**src/rtl/spi_echo_buffer.sv**
```systemverilog
// SPI loopback controller: echoes the last word or a FIFO head back to the master and exposes status.
// Optional: define SPI_ECHO_CHECKSUM_EN to show a running XOR of all received words on disp_sel=3.
module spi_echo_buffer #(
    parameter int DATA_WIDTH = 8,
    parameter int DEPTH      = 4,
    parameter int CNT_WIDTH  = 8,
    parameter int DISP_WIDTH = 8
) (
    input  logic                    clk,
    input  logic                    rst,
    input  logic                    spi_ready,
    input  logic [DATA_WIDTH-1:0]   spi_data_in,
    output logic [DATA_WIDTH-1:0]   spi_data_out,
    input  logic                    mode,
    input  logic                    freeze,
    input  logic [1:0]              disp_sel,
    output logic [DISP_WIDTH-1:0]   disp,
    output logic [CNT_WIDTH-1:0]    xfer_count,
    output logic [$clog2(DEPTH):0]  fill,
    output logic                    overflow
);
    localparam int PW = $clog2(DEPTH);
    localparam int FW = PW + 1;
    localparam logic [FW-1:0] FULL = FW'(DEPTH);

    logic                  r_armed;
    logic [DATA_WIDTH-1:0] r_last;
    logic [CNT_WIDTH-1:0]  r_cnt;
    logic [DATA_WIDTH-1:0] r_mem [DEPTH];
    logic [PW-1:0]         r_rd_ptr;
    logic [PW-1:0]         r_wr_ptr;
    logic [FW-1:0]         r_fill;
    logic                  r_ovf;
    logic [DATA_WIDTH-1:0] r_out;

    logic                  w_event;
    logic                  w_pop;
    logic                  w_push;
    logic [PW-1:0]         w_rd_nxt;
    logic [FW-1:0]         w_fill_nxt;
    logic [DATA_WIDTH-1:0] w_last_nxt;
    logic [DATA_WIDTH-1:0] w_head_nxt;
    logic [DATA_WIDTH-1:0] w_head;
    logic [DISP_WIDTH-1:0] w_disp;

    function automatic logic [DISP_WIDTH-1:0] fit_disp(input logic [63:0] v);
        return v[DISP_WIDTH-1:0];
    endfunction

    assign w_event    = spi_ready & r_armed;
    assign w_pop      = w_event & mode & ~freeze & (r_fill != '0);
    // A full FIFO still accepts a word when the same event pops the head.
    assign w_push     = w_event & ((r_fill != FULL) | w_pop);
    assign w_rd_nxt   = w_pop ? r_rd_ptr + PW'(1) : r_rd_ptr;
    assign w_fill_nxt = r_fill + FW'(w_push) - FW'(w_pop);
    assign w_last_nxt = w_event ? spi_data_in : r_last;
    // The next head may be the word being written this cycle, which is not in r_mem yet.
    assign w_head_nxt = (w_push && (w_rd_nxt == r_wr_ptr)) ? spi_data_in : r_mem[w_rd_nxt];
    assign w_head     = (r_fill != '0) ? r_mem[r_rd_ptr] : '0;

    always_ff @(posedge clk) begin
        if (rst) begin
            r_armed  <= 1'b0;
            r_last   <= '0;
            r_cnt    <= '0;
            r_rd_ptr <= '0;
            r_wr_ptr <= '0;
            r_fill   <= '0;
            r_ovf    <= 1'b0;
            r_out    <= '0;
        end else begin
            if (!spi_ready) begin
                r_armed <= 1'b1;
            end else if (w_event) begin
                r_armed <= 1'b0;
            end
            if (w_event) begin
                r_last <= spi_data_in;
                r_cnt  <= r_cnt + CNT_WIDTH'(1);
            end
            if (w_push) begin
                r_wr_ptr <= r_wr_ptr + PW'(1);
            end
            if (w_event && !w_push) begin
                r_ovf <= 1'b1;
            end
            r_rd_ptr <= w_rd_nxt;
            r_fill   <= w_fill_nxt;
            r_out    <= mode ? ((w_fill_nxt != '0) ? w_head_nxt : '0) : w_last_nxt;
        end
    end

    always_ff @(posedge clk) begin
        if (!rst && w_push) begin
            r_mem[r_wr_ptr] <= spi_data_in;
        end
    end

`ifdef SPI_ECHO_CHECKSUM_EN
    logic [DATA_WIDTH-1:0] r_chk;

    always_ff @(posedge clk) begin
        if (rst) begin
            r_chk <= '0;
        end else if (w_event) begin
            r_chk <= r_chk ^ spi_data_in;
        end
    end
`endif

    always_comb begin
        w_disp = '0;
        case (disp_sel)
            2'd0:    w_disp = fit_disp(64'(r_last));
            2'd1:    w_disp = fit_disp(64'(r_cnt));
            2'd2:    w_disp = fit_disp(64'(r_fill));
`ifdef SPI_ECHO_CHECKSUM_EN
            default: w_disp = fit_disp(64'(r_chk));
`else
            default: w_disp = fit_disp(64'(w_head));
`endif
        endcase
    end

    assign spi_data_out = r_out;
    assign xfer_count   = r_cnt;
    assign fill         = r_fill;
    assign overflow     = r_ovf;
    assign disp         = w_disp;
endmodule
```
**config.mk**
```make
export PLATFORM = sky130hd
export DESIGN_NAME = spi_echo_buffer
export DESIGN_NICKNAME = d
export VERILOG_FILES = /design/src/rtl/spi_echo_buffer.sv
export SDC_FILE = /design/constraint.sdc
export NUM_CORES = 1
export LEC_CHECK = 0
export CORE_MARGIN = 1
export CORE_UTILIZATION = 35
export DETAILED_ROUTE_END_ITERATION = 7
export DONT_BUFFER_PORTS = 1
export PLACE_DENSITY = 0.54
export SYNTH_ARGS = -nofsm -noshare
export SYNTH_HDL_FRONTEND = slang
export SYNTH_SLANG_ARGS = --single-unit
```
**constraint.sdc**
```tcl
create_clock -name clk -period 7.4 [get_ports clk]
set_input_delay 2.22 -clock clk [delete_from_list [all_inputs] [get_ports clk]]
set_output_delay 2.22 -clock clk [all_outputs]
set_load 0.01 [all_outputs]
```
==> results of run 1 <==
==> cells by family after synthesis <==
group	share of synthesized area, %
AND/OR/NAND/NOR	14.2
multiplexers	6.59
adder cells (fa/ha/maj)	3.18
XOR/XNOR	3.11
flip-flops	47.9
buffers and inverters	5.55
AO/OA/AOI/OAI	19.4
==> synth_stat cells (2+ instances only) <==
cell | instances | area (um2)
mux2_2 | 2 | 22.5
o221ai_1 | 18 | 158
mux2i_1 | 20 | 200
nor2_1 | 30 | 113
buf_4 | 2 | 15.0
o221ai_2 | 5 | 75.1
dfxtp_1 | 33 | 661
a2111oi_0 | 2 | 17.5
o311a_1 | 2 | 20.0
buf_2 | 7 | 35.0
buf_6 | 3 | 33.8
nand2_1 | 24 | 90.1
buf_1 | 2 | 7.51
o21ai_1 | 2 | 10.0
nor3_1 | 8 | 40.0
o21ai_0 | 4 | 20.0
o22ai_1 | 6 | 37.5
xnor2_1 | 6 | 52.6
a22o_1 | 2 | 17.5
or3_1 | 4 | 25.0
and2_1 | 6 | 37.5
nand4_1 | 4 | 25.0
a211oi_1 | 2 | 15.0
clkbuf_1 | 9 | 33.8
nor2b_1 | 5 | 31.3
edfxtp_1 | 32 | 961
a22oi_1 | 6 | 45.0
nand3_1 | 2 | 10.0
inv_1 | 15 | 56.3
ha_1 | 7 | 87.6
xor2_1 | 6 | 52.6
a21oi_1 | 23 | 115
nand2b_1 | 8 | 50.1
o2bb2ai_1 | 6 | 52.6
==> metrics by stage <==
step	total power, mW	cell area [um2]
floorplan	0.442	3380
CTS	0.743	3630
global route	0.762	3630
detailed placement	0.447	3440
finish	0.736	3630
global placement	0.447	3440
==> final cells by class <==
class	instances	area, um2
clock inverter	3	40.0
clock buffer	13	149
inverter	16	62.6
sequential	65	1620
fill	948	5650
tap	129	161
multi-input combinational	224	1570
timing repair buffer	3	22.5
==> worst paths after layout <==
path,start,endpoint,slack (ns)
worst min-delay path,r_last[0],r_last[0],0.47
worst min register to register,r_last[0],r_last[0],0.47
worst max-delay path,disp_sel[0],disp[0],2.16
worst max register to register,fill[1],spi_data_out[6],3.84
==> sequential cells by signal, indices dropped and copies added, names as in the netlist <==
signal        count
r_armed           1
r_last            8
xfer_count        8
r_rd_ptr          2
fill              3
overflow          1
r_wr_ptr          2
r_mem            32
spi_data_out      8
==> per-layer routing <==
metal	up-vias	routed length, um	share of wire [%]	global-route usage [%]
met5	-	0	0	0
met4	0	127	1.5	6.47
met3	12	445	5.4	5.36
met2	63	3920	48	28.6
met1	1246	3740	45	22.5
li1	1197	-	-	-
==> power by group through the flow <==
stage               Clock (mW)  Sequential [mW]  Combinational [mW]
floorplan                    0            0.399              0.0427
global placement             0            0.402              0.0448
detailed placement           0            0.402              0.0449
CTS                      0.305            0.394              0.0450
global route             0.317            0.394              0.0506
finish                   0.297            0.394              0.0450
==> worst max-delay path: cells and delay by family <==
family | cells | cell delay, ns
AO/OA/AOI/OAI | 3 | 0.73
buffers and inverters | 1 | 0.06
==> qor.yml, run 1 <==
timing:
  fin_skew_ns: 0.0119
  period_share_pct: 70.9
  hold_slack_ns: 0.473
  setup_slack_ns: 2.16
  hold_violations: 0
  slew_headroom_pct: 60.2
  slew_viol_final: 0
  finalCriticalPeriod_ns: 5.24
  rsz0062_at_grt: "false"
  max_clock_freq_ghz: 0.191
  setup_viol: 0
  worstMarginPinSlew_ns: 0.597
  finalSetupTns_ns: 0
power_and_ir_drop:
  sw_frac_of_total_pct: 23.0
  cellPowerDensity_nw_per_um2: 203
  power_leakage_nw: 1.22
  seq_power_share_pct: 53.5
  comb_power_share_pct: 6.1
  ir_worst_vdd_v: 0.0000893
  p_sw_uw: 169
  clkPwrFrac_pct: 40.4
  internal-power_uw: 567
setup_path:
  cp.required_ns: 5.18
  cp_max_fo: 12
  path_common_cell: "a21oi_1"
  crit_chain: "inv_1 -> a2111oi_0 -> a21oi_1 -> a21oi_1"
  ff2ff_path_depth: 12
  endpoint_kind: "output pin"
  cp_slowest_stage_delay_ns: 0.38
  slowest_stage: "a2111oi_0"
  cp-start-kind: "input port"
  critical_path_class: "in2out"
  critPathArrivalTime_ns: 3.02
layout:
  final_common_cell: "dfxtp_1"
  final_cell_mix: "dfxtp_1, edfxtp_1, nor2_1"
  drive_gt1_share_pct: 8.64
  layout.cells.non_filler: 453
  fin_util_pct: 39.1
  num_antenna_cells: 0
  syn_to_final_growth_pct: 7.33
  nNetsFinal: 342
hold_path:
  hp-class: "reg2reg"
  hold_depth: 2
cts:
  cts_buffers: 9
  root_buffer: "clkbuf_8"
  ctsResizeCount: 0
  clock_sinks: 65
  htree_levels: 3
  path_clk_slew_ns: 0.07
  postCtsSetupRepairBufs: 0
  clockBufferDepth: 2
  cts.hold.buffers_added: 0
  cts_tree: "done"
  worstSkewPairLatency_ns: 0.35
outcome:
  status: "completed"
detailed_routing:
  routedWlPerCell_um: 18.2
  drt-pass1-iter-count: 4
  viasPerCell: 5.56
  drtIter0Drc: 132
  ant_nets: 0
  vias: 2518
  routed_wl_um: 8240
  remaining_drc_errors: 0
logic_synthesis:
  async_flop_share_pct: 0
  ys.flop_type: "dfxtp_1"
  ys_warn_count: 0
  synth-edff-count: 32
  synth.avg_cell_area_um2: 10.3
  syn-cell-area_um2: 3380
  ys_seq_area_share_pct: 47.9
  postSynthCellCount: 328
  synth_nets: 351
  yosysUniqueCellTypes: 49
  ys_ff_latch: 65
global_routing:
  grt_pass1_wl_um: 13500
  grt_usage_pct: 17.7
  grt_pass1_vias: 2523
  grt-ovfl-total: 0
  antenna_found_initial: 0
  grt_max_degree: 42
placed_design:
  port_buffers: 0
  dp_hpwl_um: 6010
  gp_congestion: 0.775
  place_ws_ns: 2.08
  dp_cells: 437
floorplanning:
  initial_core_util_pct: 36.4
  io_pins: 43
  fp.dieArea_um2: 10100
  dieWidth_um: 100
  row_count: 35
  die_h_um: 100
  core-area_um2: 9280
run:
  cap_violations: 0
Note: power is estimated with default switching activity, not from simulation.
==> inputs of run 2 (changes only) <==
==> constraint.sdc (replaced) <==
create_clock -name clk -period 5.1 [get_ports clk]
set_input_delay 1.53 -clock clk [delete_from_list [all_inputs] [get_ports clk]]
set_output_delay 1.53 -clock clk [all_outputs]
set_load 0.01 [all_outputs]
==> run 2 against run 1 <==
Clock power up 39%. Critical endpoint is now spi_data_out[4]. Via count down 1.3%. Sequential power up 45%. Critical path depth up 7. Non-clock buffer count up 1. Highest routed layer unchanged.
==> qor.yml, run 2 (synthesis gave the netlist of run 1 again) <==
outcome:
  status: "completed"
floorplanning:
  die_h_um: 100  # unchanged
  fp.dieArea_um2: 10100  # unchanged
  io_pins: 43  # unchanged
  dieWidth_um: 100  # unchanged
  row_count: 35  # unchanged
  initial_core_util_pct: 36.4  # unchanged
  core-area_um2: 9280  # unchanged
timing:
  worstMarginPinSlew_ns: 0.628  # +0.0316 ns
  rsz0062_at_grt: "false"
  max_clock_freq_ghz: 0.243
  finalSetupTns_ns: 0  # unchanged
  period_share_pct: 80.8
  fin_skew_ns: 0.00970  # -0.00224 ns
  hold_violations: 0  # unchanged
  setup_viol: 0  # unchanged
  finalCriticalPeriod_ns: 4.12
  slew_headroom_pct: 57.8  # -2.4 points
  slew_viol_final: 0  # unchanged
setup_path:
  path_common_cell: "ha_1"
  cp.buffers_inverters: 1  # unchanged
  cp_top_family: "compound AO/OA/AOI/OAI gates"
  critPathArrivalTime_ns: 4.33  # +1.31 ns
  crit_chain: "and4b_1 -> o21ai_1 -> ha_1 -> inv_1 -> ha_1 -> fa_1 -> xor2_1 -> xnor2_1 -> o311a_1 -> a21bo_1 -> o221ai_1"
  critical_path_class: "in2reg"
  endpoint_kind: "register"
  cp.required_ns: 5.30  # +0.12 ns
  cp_max_fo: 8  # -4
  slowest_stage: "and4b_1"
  cp-start-kind: "input port"
  cp_slowest_stage_delay_ns: 0.43  # +0.05 ns
cts:
  htree_levels: 3  # unchanged
  worstSkewPairLatency_ns: 0.34  # about the same
  clock_sinks: 65  # unchanged
  cts_buffers: 9  # unchanged
  postCtsSetupRepairBufs: 0  # unchanged
  cts_tree: "done"
  ctsResizeCount: 0  # unchanged
  path_clk_slew_ns: 0.07  # about the same
  root_buffer: "clkbuf_8"
  cts.hold.buffers_added: 0  # unchanged
  clockBufferDepth: 2  # unchanged
detailed_routing:
  drtIter0Drc: 130  # -1.5%
  drt-pass1-iter-count: 6  # +2
  routed_wl_um: 8340  # +1.2%
  routedWlPerCell_um: 18.4  # +1.0%
  viasPerCell: 5.48  # -1.5%
  remaining_drc_errors: 0  # unchanged
  ant_nets: 0  # unchanged
  vias: 2486  # -1.3%
power_and_ir_drop:
  cellPowerDensity_nw_per_um2: 289  # +43%
  finalPower_mw: 1.05  # +43%
  ir_worst_vdd_v: 0.000113  # +26%
  power_leakage_nw: 1.22  # +0.17%
hold_path:
  hp-class: "reg2reg"
placed_design:
  gp_congestion: 0.867  # +12%
  dp_hpwl_um: 6140  # +2.2%
  port_buffers: 0  # unchanged
global_routing:
  grt_usage_pct: 17.5  # -0.21 points
  antenna_found_initial: 0  # unchanged
  grt_pass1_vias: 2448  # -3.0%
  grt-ovfl-total: 0  # unchanged
  grt_max_degree: 41  # -2.4%
  grt_pass1_wl_um: 13200  # -1.9%
layout:
  num_antenna_cells: 0  # unchanged
  final_common_cell: "dfxtp_1"
  nFillCells: 965  # +1.8%
  nNetsFinal: 343  # +0.29%
  syn_to_final_growth_pct: 7.29  # about the same
  multiInputGateArea_um2: 1570  # unchanged
  top_register: "r_mem"
  seq_area_um2: 1620  # unchanged
  largest_reg_flops: 32  # unchanged
  final_cell_mix: "dfxtp_1, edfxtp_1, nor2_1"
  drive_gt1_share_pct: 8.92  # +0.28 points
run:
  cap_violations: 0  # unchanged
run 2: cell count changes in the layout (fill, tap and decap cells not counted):
cell | before | now
buf_4 | 3 | 4
clkbuf_8 | 10 | 9
clkinv_2 | 2 | 3
run 2: power by group:
group | total [mW] | switching (mW) | internal (mW)
Sequential | 0.571 | 0.0129 | 0.558
Clock | 0.412 | 0.188 | 0.224
Combinational | 0.0668 | 0.0406 | 0.0262
run 2: path summary, 6_finish.rpt:
kind	start	to	slack, ns	cells after the start
worst max-delay path	freeze	spi_data_out[4]	0.98	11
worst min-delay path	r_last[1]	r_last[1]	0.47	2
worst max register to register	fill[1]	spi_data_out[4]	1.57	12
worst min register to register	r_last[1]	r_last[1]	0.47	2
run 2: cell type report:
class / instances / share of cell area (%)
multi-input combinational: 224 / 43.3
inverter: 16 / 1.72
clock buffer: 12 / 3.72
sequential: 65 / 44.7
timing repair buffer: 4 / 0.828
clock inverter: 4 / 1.24
tap: 129 / 4.45
run 2: through the flow:
step / hold WS [ns] / instance area [um2] / util (%) / setup WS, ns / instances
after CTS: 0.473 / 3630 / 39.1 / 0.995 / 454
after global placement: 0.459 / 3450 / 37.1 / 0.705 / 438
after global routing: 0.490 / 3630 / 39.1 / 0.821 / 454
after floorplan: 0.451 / 3380 / - / 0.896 / 328
final: 0.468 / 3630 / 39.1 / 0.979 / 454
after detailed placement: 0.464 / 3450 / 37.1 / 0.637 / 438
run 2: metal layers:
layer / wire length (um) / vias to the layer above / GRT usage (%)
met4: 169 / 0 / 6.13
met3: 472 / 17 / 5.78
met5: 0 / - / 0
li1: - / 1200 / -
met2: 3810 / 63 / 26.8
met1: 3880 / 1206 / 23.2
run 2: tightest hold or removal path, stage by stage (launching register included):
cell and delay [ns]:
dfxtp_1 0.30, nand2_1 0.05, a21oi_1 0.07
